[config.mk]
export PLATFORM = sky130hd
export DESIGN_NAME = not_not_round_judge
export DESIGN_NICKNAME = d
export VERILOG_FILES = /design/src/rtl/not_not_round_judge.sv
export SDC_FILE = /design/constraint.sdc
export NUM_CORES = 1
export LEC_CHECK = 0
export CAP_MARGIN = 20
export CORE_MARGIN = 1
export CORE_UTILIZATION = 30
export CTS_CLUSTER_SIZE = 40
export DETAILED_ROUTE_END_ITERATION = 12
export SYNTH_ARGS = -nofsm -noshare
export SYNTH_HDL_FRONTEND = slang
export SYNTH_SLANG_ARGS = --single-unit
[constraint.sdc]
create_clock -name clock -period 3 [get_ports clock]
set_input_delay 0.6 -clock clock [delete_from_list [all_inputs] [get_ports clock]]
set_output_delay 0.6 -clock clock [all_outputs]
set_load 0.05 [all_outputs]
[src/rtl/not_not_round_judge.sv]
`default_nettype none
// ============================================================================
// Module   : not_not_round_judge
// Purpose  : Round sequencer and answer judge; keeps score and lives.
// Revision : 1.0 - initial release
// ============================================================================
module not_not_round_judge #(
  parameter int ROUND_CYCLES = 100000000,
  parameter int LIVES        = 3,
  parameter int SCORE_W      = 8
) (
  input  logic               clock,
  input  logic               reset,
  input  logic               start,
  input  logic [3:0]         expected,
  input  logic               answer_valid,
  input  logic [3:0]         answer,
  output logic               next_round,
  output logic               round_active,
  output logic               result_valid,
  output logic               correct,
  output logic [SCORE_W-1:0] score,
  output logic [2:0]         lives,
  output logic               game_over
);

  localparam int TIMER_W = $clog2(ROUND_CYCLES);
  localparam logic [TIMER_W-1:0] C_TIMER_LOAD = TIMER_W'(ROUND_CYCLES - 1);
  localparam logic [2:0] C_LIVES = 3'(LIVES);

  localparam logic [2:0] S_IDLE   = 3'd0;
  localparam logic [2:0] S_REQ    = 3'd1;
  localparam logic [2:0] S_SETTLE = 3'd2;
  localparam logic [2:0] S_LATCH  = 3'd3;
  localparam logic [2:0] S_WAIT   = 3'd4;
  localparam logic [2:0] S_JUDGE  = 3'd5;
  localparam logic [2:0] S_OVER   = 3'd6;

  logic [2:0]         r_state;
  logic [TIMER_W-1:0] r_timer;
  logic [3:0]         r_exp;
  logic               r_hit;
  logic               r_correct;
  logic [SCORE_W-1:0] r_score;
  logic [2:0]         r_lives;

  logic w_onehot;
  logic w_hit_answer;
  logic w_hit_timeout;

  // A valid answer is exactly one switch, and that switch must be in the mask
  assign w_onehot      = (answer != 4'd0) && ((answer & (answer - 4'd1)) == 4'd0);
  assign w_hit_answer  = w_onehot && ((answer & r_exp) != 4'd0);
  assign w_hit_timeout = (r_exp == 4'd0);

  always_ff @(posedge clock or posedge reset) begin
    if (reset) begin
      r_state   <= S_IDLE;
      r_timer   <= '0;
      r_exp     <= 4'd0;
      r_hit     <= 1'b0;
      r_correct <= 1'b0;
      r_score   <= '0;
      r_lives   <= 3'd0;
    end else begin
      case (r_state)
        S_IDLE, S_OVER: begin
          if (start) begin
            r_score   <= '0;
            r_lives   <= C_LIVES;
            r_correct <= 1'b0;
            r_state   <= S_REQ;
          end
        end
        S_REQ:    r_state <= S_SETTLE;
        S_SETTLE: r_state <= S_LATCH;
        S_LATCH: begin
          r_exp   <= expected;
          r_timer <= C_TIMER_LOAD;
          r_state <= S_WAIT;
        end
        S_WAIT: begin
          // An answer arriving on the last timer cycle takes priority over timeout
          if (answer_valid) begin
            r_hit   <= w_hit_answer;
            r_state <= S_JUDGE;
          end else if (r_timer == '0) begin
            r_hit   <= w_hit_timeout;
            r_state <= S_JUDGE;
          end else begin
            r_timer <= r_timer - TIMER_W'(1);
          end
        end
        S_JUDGE: begin
          r_correct <= r_hit;
          if (r_hit) begin
            if (r_score != '1) r_score <= r_score + SCORE_W'(1);
            r_state <= S_REQ;
          end else begin
            r_lives <= r_lives - 3'd1;
            r_state <= (r_lives == 3'd1) ? S_OVER : S_REQ;
          end
        end
        default: r_state <= S_IDLE;
      endcase
    end
  end

  assign next_round   = (r_state == S_REQ);
  assign round_active = (r_state == S_WAIT);
  assign result_valid = (r_state == S_JUDGE);
  assign game_over    = (r_state == S_OVER);
  assign correct      = r_correct;
  assign score        = r_score;
  assign lives        = r_lives;

endmodule
`default_nettype wire

* Word-level counts from Yosys, hierarchy flattened *
Cells that the tools add are included.
Widths: inputs -> output; s select.

word-level totals
  register bits = 47
  input bits = 12
  output and inout bits = 16
  word-level logic and storage cells = 66

operators by class
  $add $sub $neg = 4
  eq/ne operators = 15
  muxes and demuxes = 20
  bitwise logic cells = 2
  reduce and logical (&&, ||, !) cells = 18

operators by type and width
  cell                   count
  $mux 27                2
  $pmux 27 s2            1
  $logic_not 27->1       1
  $sub 27x1->27 const B  1
  $mux 8                 3
  $mux 3                 7
  $pmux 3 s6             1
  $pmux 8 s2             1
  $eq 3x3->1 const B     3
  $add 8x1->8 const B    1
  $and 4x4->4            2
  $logic_not 4->1        2
  $ne 2x2->1 const B     4
  $ne 8x8->1 const B     1
  $reduce_bool 4->1      2
  $eq 3x1->1 const B     2
  $eq 3x2->1 const B     2
  $pmux 3 s2             1
  $reduce_and 2->1       3
  $reduce_and 3->1       2
  $reduce_bool 2->1      3
  $ne 2x1->1 const B     2
  $reduce_and 4->1       1
  $sub 4x1->4 const B    1
  7 further kinds        10

* Logic depth before layout (Yosys ltp) *
Gate-level depths: netlist (run 1).

  depth in word-level cells = 6
  gate-level depth with buffers = 8

* Worst setup path after synthesis (run 1) *
No wires, ideal clock.

  kind = reg-to-output
  start = reg r_state[1]
  end = out game_over
  data arrival time = 1.747 ns
  required time = 2.400 ns
  setup slack = 0.653 ns
  cell stages (with the launch flop) = 3
  cell sequence = dfrtp_1 -> clkbuf_1 -> nor3b_1

on the way
  longest elaborated chain between the ends = 1

ends and longest elaborated chain
  what                    RTL line  source
  start, declared         39        logic [2:0] r_state;
  start signal, assigned  101       r_state <= (r_lives == 3'd1) ? S_OVER : S_REQ;
  $eq 3x3->1              112       assign game_over = (r_state == S_OVER);
  end, declared           24        output logic game_over

No other way between the ends.

* Final worst setup path (run 1) *
  start = reg r_state[1]
  end = out round_active

on the way
  longest elaborated chain between the ends = 1

ends and longest elaborated chain
  what           RTL line  source
  $eq 3x3->1     110       assign round_active = (r_state == S_WAIT);
  end, declared  19        output logic round_active,

No other way between the ends.

==> out/qor.yml, run 1 <==
placement:
  dp.cells: 399
  place_ws_ns: 0.467
  place.gp.congestion: 0.812
  detailed_place_hpwl_um: 3950
  place_area_um2: 2970
  numPortBuffers: 27
detailed_routing:
  wl_met2_um: 2540
  vias: 2091
  routedLengthMet1_um: 2780
  dr_wl_met3_um: 150
  drc: 0
  drt_iter0_drc: 105
  routed.top_layer: "met4"
  detail_route.first_pass.iterations: 4
  via_per_inst: 5.14
  totalWireLength_um: 5520
  wl_per_cell_um: 13.6
  antenna_left: 0
timing:
  slew_viol_final: 0
  finalCritPeriodShare: 0.922
  finalSetupViolations: 0
  max_freq_ghz: 0.362
  hold_slack_ns: 0.522
  setup_tns_ns: 0
  layout_setup_ws_ns: 0.235
  hold_viol: 0
  period_minus_slack_ns: 2.77
  relSlewSlack: 0.565
  worst_slew_pin_slew_ns: 0.647
  final.setup_skew_ns: 0.00716
  grt_setup_unrepaired: "no"
synth:
  yosys.area.top_type: "dfrtp_1"
  synth-main-ff-cell: "dfrtp_1"
  ys_top_cells_by_area: "dfrtp_1 45%, nand2_1 4.4%, or4_1 4.4%"
  ys_warn_count: 0
  syn_inst: 273
  synth.distinct_cells: 48
  synth.ff_latch_count: 47
  ys_seq_area_frac: 0.455
  synthesis.nets: 289
  syn_area_um2: 2590
  synth-edff-count: 0
  synth.top_cell.area_share: 0.455
  syn_avg_cell_area_um2: 9.47
  ys_async_sr_fraction: 1.00
global_route:
  grt_max_degree: 22
  grt_use_total: 0.137
  grt_overflow: 0
  grt_pass1_wl_um: 9630
  grt_pass1_vias: 2038
  antenna_found_initial: 0
worst_setup_path:
  setup.worst_path.class: "reg -> out"
  crit_fanout: 11
  rrSetupSlack_ns: 0.46
  critPathLaunch: "r_state[1]"
  crit_path_start_kind: "flip-flop"
  crit_path_end_kind: "primary output"
  r2r-end: "r_timer[17]"
  r2r_start: "r_timer[18]"
  r2r.worst_path.cells: 5
  crit_required_ns: 2.40
  arrival_ns: 2.17
die:
  die-height_um: 94.9
  core-area_um2: 8300
  fp.dieW_um: 94.9
  io_pins: 28
  fp-row-count: 33
  start_util: 0.312
  fp.dieArea_um2: 9000
layout:
  drive_gt1_frac: 0.0795
  n_antenna_cell: 0
  fin_nets: 317
  fin_cells: 407
  layout-area-overhead-vs-synth_pct: 20.0
  design_area_um2: 3100
clock_network:
  cts_sinks: 47
  postCtsSetupBuffers: 0
  cts_root_buf: "clkbuf_8"
  cts_buffers: 5
  htree_levels: 2
  clock_latency_ns: 0.30
  cts_tree: "built"
  cts_resized: 0
  cts_buffer_depth: 2
  clk_pin_slew_ns: 0.09
  cts_hold_buf: 0
hold_path:
  min_from: "r_exp[3]"
  hold_path_class: "reg -> reg"
  hold_end: "r_exp[3]"
  holdPathStages: 2
pwr:
  p_leak_uw: 0.00122
  irDropWorstVdd_uv: 193
  power_density_nw_per_um2: 642
run_status:
  outcome: "completed"
flow_run:
  cap_violations: 0
[flip-flops by register name, indices dropped and copies added, names as in the netlist]
signal and cells:
lives 3, r_state 3, correct 1, r_exp 4
score 8, r_timer 27, r_hit 1
[Yosys cell counts, types with 2 or more instances]
cell       count
a21oi_1       14
and3_1         2
and4_1         2
and4b_1        2
buf_2          2
clkbuf_1       7
dfrtp_1       47
ha_1           4
inv_1         11
mux2i_1        2
nand2_1       30
nand2b_1       6
nand3_1       13
nand3b_1       5
nand4_1        2
nor2_1        23
nor3_1         6
nor3b_1        2
nor4_1         5
o2111ai_1      3
o211ai_1       5
o211ai_2       3
o21ai_0        8
o21ai_1        2
o31ai_1       12
or3_1          5
or4_1         15
xnor2_1        7
xor2_1         9
[cell families (layout without fill, tap and decap cells)]
kind of cell	after synthesis	in the layout	synth area share
DFF	47	47	0.455
xor gates and xnor gates	16	16	0.0542
AOI/OAI and AO/OA	55	55	0.146
and+or+nand+nor	126	126	0.275
buffers and inverters	22	51	0.0373
adders and majority gates	4	4	0.0194
muxes	3	3	0.0135
[where the power goes]
part | switching, µW | total [µW] | internal (µW)
Clock | 215 | 548 | 333
Combinational | 389 | 616 | 227
Sequential | 111 | 829 | 718
Total | 716 | 1990 | 1280
[stage by stage]
step                       util  power [µW]
after CTS                 0.374        2010
final                     0.374        1990
after global routing      0.374        2110
after global placement    0.358        1450
after floorplan               -        1270
after detailed placement  0.358        1460
[placed cells by master, fill, tap and decap left out, types with 3 or more instances in the layout]
cell and instances:
nor4_1 5, nor3_1 6, inv_1 10, or3_1 5
o211ai_2 3, nand3b_1 5, ha_1 4, buf_4 5
nor2_1 23, clkdlybuf4s50_1 27, nand3_1 13, a21oi_1 14
o21ai_0 8, o211ai_1 5, xor2_1 9, nand2_1 30
o2111ai_1 3, xnor2_1 7, dfrtp_1 47, o31ai_1 12
nand2b_1 6, clkbuf_8 5, or4_1 15
[cell type report]
class	instances	area, µm²
fill	840	5200
multi-input combinational	204	1310
sequential	47	1180
timing repair buffer	32	308
tap	105	131
clock buffer	6	72.6
clock inverter	2	60.1
inverter	11	41.3
[critical path, cell delays in order (launching register included)]
cell	delay [ns]
dfrtp_1	0.49
or3b_1	0.46
inv_1	0.10
clkdlybuf4s50_1	0.81
[routing by layer]
layer,up-vias,track usage
met4,0,0.0379
met3,4,0.0290
li1,1054,-
met1,1009,0.185
met5,-,0
met2,24,0.219
[worst max path at each step]
stage                              end  slack, ns  depth (start not counted)
final                     round_active       0.23                          3
after global routing      round_active       0.15                          3
after CTS                 round_active       0.22                          3
after detailed placement   r_timer[17]       0.47                          5
after global placement     r_timer[25]       0.54                          5
after floorplan              game_over       0.65                          2
No activity file was read; power rests on OpenSTA's default activity.
==> run 2, diff against run 1 <==
- CORE_ASPECT_RATIO: not set -> 2
==> run 2 against run 1 <==
Clock skew about the same. Wire length grew 9.3%. Largest power group unchanged. First-iteration DRC count shrank 28%. Flip-flop and latch count is the same. Sequential share of layout area fell by 0.33 points. Largest cell class unchanged. Clock power is 18% higher. Fmax up 0.14%. Worst hold slack got worse by 0.024 ns. Register-to-register slack improved by 0.02 ns. Non-clock buffer count is the same.
==> out/qor.yml, run 2 (synthesized netlist as in run 1, its figures left out) <==
run_status:
  outcome: "completed"
worst_setup_path:
  crit_required_ns: 2.40  # about the same
  crit_chain: "or3b_1, inv_1, clkdlybuf4s50_1"
  r2r_start: "r_timer[18]"
  arrival_ns: 2.16  # about the same
  crit_path_end_kind: "primary output"
  cp_slowest_cell: "clkdlybuf4s50_1"
  r2r-end: "r_timer[25]"
  rrSetupSlack_ns: 0.48  # +0.02 ns
  crit_fanout: 13  # +2
  crit_path_start_kind: "flip-flop"
  r2r.worst_path.cells: 5  # unchanged
  crit_path_max_incr_delay_ns: 0.81  # about the same
  setup.worst_path.class: "reg -> out"
placement:
  place_area_um2: 2960  # -0.29%
  detailed_place_hpwl_um: 4450  # +13%
  place.gp.congestion: 0.734  # -9.6%
  numPortBuffers: 27  # unchanged
  dp.cells: 392  # -1.8%
clock_network:
  postCtsSetupBuffers: 0  # unchanged
  clock_latency_ns: 0.30  # about the same
  htree_levels: 2  # unchanged
  cts_buffers: 5  # unchanged
  cts_buffer_depth: 2  # unchanged
  cts_hold_buf: 0  # unchanged
  cts_resized: 0  # unchanged
  cts_tree: "built"
  cts_root_buf: "clkbuf_16"
  cts_sinks: 47  # unchanged
  clk_pin_slew_ns: 0.07  # -0.02 ns
hold_path:
  hold_path_class: "reg -> reg"
  min_from: "r_exp[3]"
  hold_end: "r_exp[3]"
  holdPathStages: 2  # unchanged
layout:
  nFillCells: 823  # -2.0%
  n_antenna_cell: 0  # unchanged
  fin_cells: 400  # -1.7%
  utilization: 0.378  # +0.00366
  layout-area-overhead-vs-synth_pct: 21.0
  mostFrequentLayoutCells: "47 x dfrtp_1, 30 x nand2_1, 27 x clkdlybuf4s50_1"
  regMostFlops: "r_timer"
  fin_nets: 317  # unchanged
  largest_reg_flops: 27  # unchanged
  design_area_um2: 3130  # +0.89%
  drive_gt1_frac: 0.0828  # +0.00331
  layout_commonest_cell: "dfrtp_1"
global_route:
  grt_max_degree: 30  # +36%
  grt_pass1_wl_um: 9930  # +3.1%
  grt_overflow: 0  # unchanged
  grt_pass1_vias: 2128  # +4.4%
  antenna_found_initial: 0  # unchanged
  grt_use_total: 0.148  # +0.0110
detailed_routing:
  dr_wl_met3_um: 136  # -9.3%
  drc: 0  # unchanged
  detail_route.first_pass.iterations: 4  # unchanged
  totalWireLength_um: 6030  # +9.3%
  vias: 2139  # +2.3%
  wl_met2_um: 3500  # +38%
  routed.top_layer: "met4"
  drt_iter0_drc: 76  # -28%
  routedLengthMet1_um: 2270  # -18%
  via_per_inst: 5.35  # +4.1%
  wl_per_cell_um: 15.1  # +11%
  antenna_left: 0  # unchanged
die:
  fp-row-count: 47  # +42%
  fp.dieArea_um2: 9020  # +0.25%
  die-height_um: 133  # +41%
  core-area_um2: 8290  # about the same
  start_util: 0.312  # about the same
  fp.dieW_um: 67.7  # -29%
  io_pins: 28  # unchanged
pwr:
  power_density_nw_per_um2: 671  # +4.4%
  power_uw: 2100  # +5.3%
  irDropWorstVdd_uv: 247  # +28%
  p_leak_uw: 0.00124  # +1.5%
timing:
  period_minus_slack_ns: 2.76  # -0.00400 ns
  worst_slew_pin_slew_ns: 0.674  # +0.0268 ns
  grt_setup_unrepaired: "no"
  final.setup_skew_ns: 0.00684  # -0.000326 ns
  finalCritPeriodShare: 0.920  # -0.00133
  setup_tns_ns: 0  # unchanged
  finalSetupViolations: 0  # unchanged
  slew_viol_final: 0  # unchanged
  relSlewSlack: 0.551  # -0.0139
  hold_viol: 0  # unchanged
  max_freq_ghz: 0.362  # +0.14%
flow_run:
  cap_violations: 0  # unchanged
run 2: final cells by class:
| cell class | count | area, µm² | area share |
|---|---|---|---|
| multi-input cells | 204 | 1310 | 0.420 |
| flip-flops and latches | 47 | 1180 | 0.376 |
| repair buffers | 32 | 308 | 0.0983 |
| clock buffers | 5 | 125 | 0.0400 |
| well taps | 98 | 123 | 0.0392 |
| clock inverters | 3 | 43.8 | 0.0140 |
| inverters | 11 | 41.3 | 0.0132 |
run 2: worst max-delay path, delay by kind of cell, from the launching register on:
kind | cells | cell delay, ns
buf+inv | 2 | 0.92
flops | 1 | 0.50
simple gates | 1 | 0.44
run 2: through the flow:
| step | hold slack [ns] | setup slack (ns) |
|---|---|---|
| after floorplan | 0.454 | 0.653 |
| after global placement | 0.477 | 0.515 |
| after detailed placement | 0.479 | 0.474 |
| after CTS | 0.495 | 0.231 |
| after global routing | 0.519 | 0.174 |
| final | 0.497 | 0.239 |
run 2: metal layers:
layer	up-vias	global-route usage
met3	5	0.0274
met1	1058	0.139
li1	1049	-
met4	0	0.0638
met2	27	0.287
met5	-	0
run 2: worst max path at each step:
stage | start | end | cells past startpoint
2_1_floorplan | r_state[1] | game_over | 2
6_report | r_state[0] | round_active | 3
3_5_place_dp | r_timer[18] | r_timer[19] | 5
3_3_place_gp | r_timer[18] | r_timer[25] | 5
4_1_cts | r_state[2] | round_active | 3
5_1_grt | r_state[2] | round_active | 3
run 2: report_power, final:
part | switching, µW | internal (µW) | leakage [µW]
Combinational | 392 | 229 | 0.000619
Clock | 251 | 393 | 0.0000838
Sequential | 114 | 719 | 0.000539
Total | 758 | 1340 | 0.00124
